### config.mk
export PLATFORM = sky130hd
export DESIGN_NAME = regfile_wb_arbiter_flat
export DESIGN_NICKNAME = d
export VERILOG_FILES = /design/src/rtl/regfile_wb_arbiter_if.sv /design/src/rtl/regfile_wb_arbiter.sv /design/src/flat_wrapper.sv
export SDC_FILE = /design/constraint.sdc
export NUM_CORES = 1
export LEC_CHECK = 0
export ABC_AREA = 1
export CAP_MARGIN = 5
export CELL_PAD_IN_SITES_DETAIL_PLACEMENT = 0
export CELL_PAD_IN_SITES_GLOBAL_PLACEMENT = 1
export CORE_MARGIN = 8
export CORE_UTILIZATION = 38
export DETAILED_ROUTE_END_ITERATION = 10
export PLACE_DENSITY = 0.71
export SYNTH_ARGS = -nofsm -noshare
export SYNTH_HDL_FRONTEND = slang
export SYNTH_SLANG_ARGS = --single-unit
### constraint.sdc
create_clock -name clk -period 2.96 [get_ports clk]
set_input_delay 0.592 -clock clk [delete_from_list [all_inputs] [get_ports clk]]
set_output_delay 0.592 -clock clk [all_outputs]
set_load 0.03 [all_outputs]
### src/rtl/regfile_wb_arbiter_if.sv
// regfile_wb_arbiter_if: writeback request bundle for ports A and B.
// master = requesters (pipeline wb / multi-cycle unit), slave = arbiter.
interface regfile_wb_arbiter_if;
    logic        a_valid;
    logic        a_ready;
    logic [4:0]  a_waddr;
    logic [31:0] a_wdata;
    logic        b_valid;
    logic        b_ready;
    logic [4:0]  b_waddr;
    logic [31:0] b_wdata;

    modport master (
        output a_valid, a_waddr, a_wdata,
        output b_valid, b_waddr, b_wdata,
        input  a_ready, b_ready
    );

    modport slave (
        input  a_valid, a_waddr, a_wdata,
        input  b_valid, b_waddr, b_wdata,
        output a_ready, b_ready
    );
endinterface

### src/rtl/regfile_wb_arbiter.sv
// regfile_wb_arbiter: merges pipeline (A) and multi-cycle (B) writebacks
// onto the single regfile write port; B is queued when it cannot issue.
// Optional read-after-write hazard ports: define REGWB_HAZARD_EN.
module regfile_wb_arbiter #(
    parameter int DEPTH        = 4,
    parameter int AW           = 2,
    parameter int STARVE_LIMIT = 3
) (
    input  logic                   clk,
    input  logic                   rst,
    regfile_wb_arbiter_if.slave    wb,
    output logic                   we,
    output logic [4:0]             waddr,
    output logic [31:0]            wdata,
`ifdef REGWB_HAZARD_EN
    output logic [AW:0]            fifo_count,
    input  logic [4:0]             raddr1,
    input  logic [4:0]             raddr2,
    output logic                   hazard1,
    output logic                   hazard2
`else
    output logic [AW:0]            fifo_count
`endif
);

    localparam int SW = $clog2(STARVE_LIMIT + 1);
    localparam logic [AW:0] FULL = (AW + 1)'(DEPTH);
    localparam logic [SW-1:0] SLIM = SW'(STARVE_LIMIT);

    logic [4:0]    q_addr [DEPTH];
    logic [31:0]   q_data [DEPTH];
    logic [AW-1:0] rptr;
    logic [AW-1:0] wptr;
    logic [SW-1:0] starve;

    logic a_fire, b_fire, a_iss, b_nz, pop, byp, push, empty;

    assign empty      = (fifo_count == '0);
    assign wb.a_ready = !rst && !(starve == SLIM && !empty);
    assign wb.b_ready = !rst && (fifo_count != FULL);

    assign a_fire = wb.a_valid && wb.a_ready;
    assign b_fire = wb.b_valid && wb.b_ready;
    assign a_iss  = a_fire && (wb.a_waddr != 5'd0);
    assign b_nz   = b_fire && (wb.b_waddr != 5'd0);
    assign pop    = !a_iss && !empty;
    assign byp    = !a_iss && empty && b_nz;
    assign push   = b_nz && !byp;

    // Select one write per cycle and register it onto the regfile port.
    always_ff @(posedge clk) begin
        if (rst) begin
            we    <= 1'b0;
            waddr <= 5'd0;
            wdata <= 32'd0;
        end else begin
            we <= a_iss || pop || byp;
            unique case (1'b1)
                a_iss: begin
                    waddr <= wb.a_waddr;
                    wdata <= wb.a_wdata;
                end
                pop: begin
                    waddr <= q_addr[rptr];
                    wdata <= q_data[rptr];
                end
                byp: begin
                    waddr <= wb.b_waddr;
                    wdata <= wb.b_wdata;
                end
                default: ;
            endcase
        end
    end

    // FIFO storage; contents need no reset since count gates validity.
    always_ff @(posedge clk) begin
        if (!rst && push) begin
            q_addr[wptr] <= wb.b_waddr;
            q_data[wptr] <= wb.b_wdata;
        end
    end

    // FIFO pointers and occupancy.
    always_ff @(posedge clk) begin
        if (rst) begin
            rptr       <= '0;
            wptr       <= '0;
            fifo_count <= '0;
        end else begin
            if (push) wptr <= wptr + 1'b1;
            if (pop)  rptr <= rptr + 1'b1;
            unique case ({push, pop})
                2'b10:   fifo_count <= fifo_count + 1'b1;
                2'b01:   fifo_count <= fifo_count - 1'b1;
                default: ;
            endcase
        end
    end

    // Count A wins over a waiting queue so B cannot starve.
    always_ff @(posedge clk) begin
        if (rst || pop || empty) begin
            starve <= '0;
        end else if (a_iss && starve != SLIM) begin
            starve <= starve + 1'b1;
        end
    end

`ifdef REGWB_HAZARD_EN
    function automatic logic pending(input logic [4:0] ra);
        logic hit;
        hit = (ra != 5'd0) && we && (waddr == ra);
        for (int i = 0; i < DEPTH; i++) begin
            if ((AW + 1)'(i) < fifo_count &&
                q_addr[rptr + AW'(i)] == ra && ra != 5'd0) begin
                hit = 1'b1;
            end
        end
        return hit;
    endfunction

    assign hazard1 = pending(raddr1);
    assign hazard2 = pending(raddr2);
`endif

endmodule
### src/flat_wrapper.sv
// flat-port wrapper written by rule: the top's interface ports become plain ports
module regfile_wb_arbiter_flat 
#(
    parameter int DEPTH        = 4,
    parameter int AW           = 2,
    parameter int STARVE_LIMIT = 3
)
  (clk, rst, we, waddr, wdata, fifo_count, wb_a_valid, wb_a_waddr, wb_a_wdata, wb_b_valid, wb_b_waddr, wb_b_wdata, wb_a_ready, wb_b_ready);
  regfile_wb_arbiter_if wb_i ();
  input  logic clk;
  input  logic rst;
  output logic we;
  output logic [4:0] waddr;
  output logic [31:0] wdata;
  output logic [AW:0] fifo_count;
  input wire logic [$bits(wb_i.a_valid)-1:0] wb_a_valid;
  input wire logic [$bits(wb_i.a_waddr)-1:0] wb_a_waddr;
  input wire logic [$bits(wb_i.a_wdata)-1:0] wb_a_wdata;
  input wire logic [$bits(wb_i.b_valid)-1:0] wb_b_valid;
  input wire logic [$bits(wb_i.b_waddr)-1:0] wb_b_waddr;
  input wire logic [$bits(wb_i.b_wdata)-1:0] wb_b_wdata;
  output wire logic [$bits(wb_i.a_ready)-1:0] wb_a_ready;
  output wire logic [$bits(wb_i.b_ready)-1:0] wb_b_ready;
  assign wb_i.a_valid = wb_a_valid;
  assign wb_i.a_waddr = wb_a_waddr;
  assign wb_i.a_wdata = wb_a_wdata;
  assign wb_i.b_valid = wb_b_valid;
  assign wb_i.b_waddr = wb_b_waddr;
  assign wb_i.b_wdata = wb_b_wdata;
  assign wb_a_ready = wb_i.a_ready;
  assign wb_b_ready = wb_i.b_ready;
  regfile_wb_arbiter #(.DEPTH(DEPTH), .AW(AW), .STARVE_LIMIT(STARVE_LIMIT)) u_core (.clk(clk), .rst(rst), .wb(wb_i), .we(we), .waddr(waddr), .wdata(wdata), .fifo_count(fifo_count));
endmodule
==> flow_summary.yaml <==
synthesis:
  yosys-top-cells-count: "nor2_1, edfxtp_1, o21ai_0"
  yosys.area.top_type: "edfxtp_1"
  synth_ff_type: "edfxtp_1"
  synth.area.top_cells: "edfxtp_1, dfxtp_1, nor2_1"
  async_flop_share: 0
  avgSynthCellArea_um2: 10.3
  ys_seq_area_frac: 0.649
  yosysMostFrequentCell: "nor2_1"
  ys_types: 30
  syn-cell-area_um2: 8350
  syn_nets: 897
  synth-seq-cells: 197
  synth_top_area_frac: 0.532
  synth-edff-count: 148
  yosysWarnings: 0
  netlist_instances: 812
floorplanning:
  dieArea_um2: 27000
  die_h_um: 164
  rows: 54
  start_util: 0.385
  die_x_um: 164
  core-area_um2: 21700
  io_pins: 121
clock_tree:
  post_cts_buffers: 0
  clk_path_buf_depth: 2
  path_clk_slew_ps: 70
  cts.sinks: 197
  cts-root-buf: "clkbuf_16"
  cts_resized: 0
  htree_num_levels: 4
  cts_buffers: 17
  clk_latency_ps: 430
  cts_hold_buffers: 0
  cts_tree: "yes"
routing:
  drc: 0
  wl_per_cell_um: 17.6
  vias_per_cell: 5.07
  ant_nets: 0
  drt_iter0_markers: 328
  dr.pass1.iters: 5
  vias: 6205
  finalWirelength_mm: 21.5
pwr:
  p_total_mw: 9.71
  power.density_nw_per_um2: 913
  p_leak_nw: 3.92
  peakVddDrop_uv: 567
sta:
  period_needed_ps: 2620
  fin_setup_tns_ps: 0
  fin_crit_sh: 0.886
  tightestPinTransition_ps: 812
  maxSlewHeadroom: 0.458
  fin_skew_ps: 11.3
  hold_violations: 0
  finalMaxSlewViolations: 0
  setup_violations: 0
  rsz0062_at_grt: "false"
  max_freq_ghz: 0.381
setup_path:
  crit_end: "wb_a_ready"
  criticalPathCategory: "reg2out"
  cp-end-kind: "primary output"
  worstReg2RegEnd: "u_core.fifo_count[2]"
  start_kind: "flip-flop"
  worst-path-max-fanout: 6
  arrival_ps: 2030
  r2r_slack_ps: 720
  r2r-start: "u_core.fifo_count[0]"
  startpoint: "u_core.fifo_count[0]"
  cp.required_ps: 2370
  rr_worst_depth: 10
flow_run:
  cap_violations: 0
global_route:
  antenna_found_initial: 0
  grt_pass1_wl_mm: 33.5
  overflow: 0
  grt_max_degree: 75
  grt_pass1_vias: 6175
  grt_use_total: 0.161
worst_hold_path:
  hold_path_class: "reg2reg"
  holdCritStartpoint: "u_core.rptr[1]"
finish:
  fin_nets: 1016
  final_area_um2: 10600
  layout.cells.non_filler: 1224
  diodes: 0
  area_growth_syn_to_layout_pct: 27.4
  fillCellCount: 1982
  layout-drive-gt1-share: 0.0911
placed_design:
  dp.cells: 1192
  dpl_cell_area_um2: 10000
  port-buffer-count: 120
  dp_hpwl_mm: 13.2
  place_congestion: 0.706
status:
  outcome: "completed"
==> sequential cells by signal, indices dropped and copies added (netlist names), named ones only <==
name	count
u_core.fifo_count	3
u_core.q_addr	20
u_core.q_data	128
u_core.rptr	2
u_core.starve	2
u_core.waddr	5
u_core.wdata	32
u_core.we	1
u_core.wptr	2
==> worst max-delay path, stage by stage (launching register included) <==
cell	delay (ps)
dfxtp_1	380
nor2_4	170
nand2_4	100
a21oi_1	220
clkdlybuf4s50_1	730
==> final cells by class <==
| type | count | area, um^2 | area share |
|---|---|---|---|
| timing repair buffer | 152 | 1580 | 0.148 |
| clock buffer | 17 | 425 | 0.0400 |
| sequential | 197 | 5430 | 0.510 |
| multi-input combinational | 505 | 2470 | 0.232 |
| tap | 280 | 350 | 0.0329 |
| inverter | 58 | 218 | 0.0205 |
| clock inverter | 15 | 168 | 0.0158 |
==> report_power, final <==
part	internal, mW	switching, mW	total [mW]	leakage [nW]
Clock	1.27	1.05	2.32	0.288
Combinational	1.37	2.50	3.87	1.89
Sequential	3.35	0.176	3.53	1.74
==> placed cells by master (no fill, tap or decap), types with 6 or more instances in the layout <==
cell type        count
a21oi_1              8
buf_12              11
buf_4               21
clkbuf_16           17
clkdlybuf4s50_1    120
dfxtp_1             48
edfxtp_1           148
ha_1                 6
inv_1               53
inv_6                8
nand2_1             44
nand3_1             39
nand4_1             35
nor2_1             197
nor2_4               7
o21ai_0            106
o21ai_1             12
o22ai_1             37
==> how the worst min path moves through the flow <==
| stage | cells after the start | end |
|---|---|---|
| global placement | 2 | u_core.rptr[1] |
| detailed placement | 2 | u_core.rptr[1] |
| floorplan | 2 | flip-flop |
| CTS | 2 | u_core.rptr[1] |
| global route | 2 | u_core.rptr[1] |
| finish | 2 | u_core.rptr[1] |
==> per-stage QoR <==
stage / utilization / setup WS [ps] / hold slack [ps]
final: 0.491 / 337 / 467
after global routing: 0.491 / 224 / 495
after CTS: 0.491 / 289 / 469
after detailed placement: 0.463 / 60.7 / 457
after global placement: 0.463 / 107 / 453
after floorplan: - / -228 / 436
==> logic make-up after synthesis <==
group / share of synthesized area
buf+inv: 0.0586
simple gates: 0.172
fa+ha+maj: 0.0114
xor+xnor: 0.00105
compound gates: 0.107
flops: 0.649
==> per-layer routing <==
layer	vias to the layer above	share of wire	wire [um]	track usage
li1	3064	-	-	-
met1	2990	0.44	9380	0.193
met2	142	0.50	10700	0.284
met3	9	0.060	1300	0.0444
met4	0	0.0057	123	0.0298
met5	-	0	0	0
(Power assumes the default switching activity.)
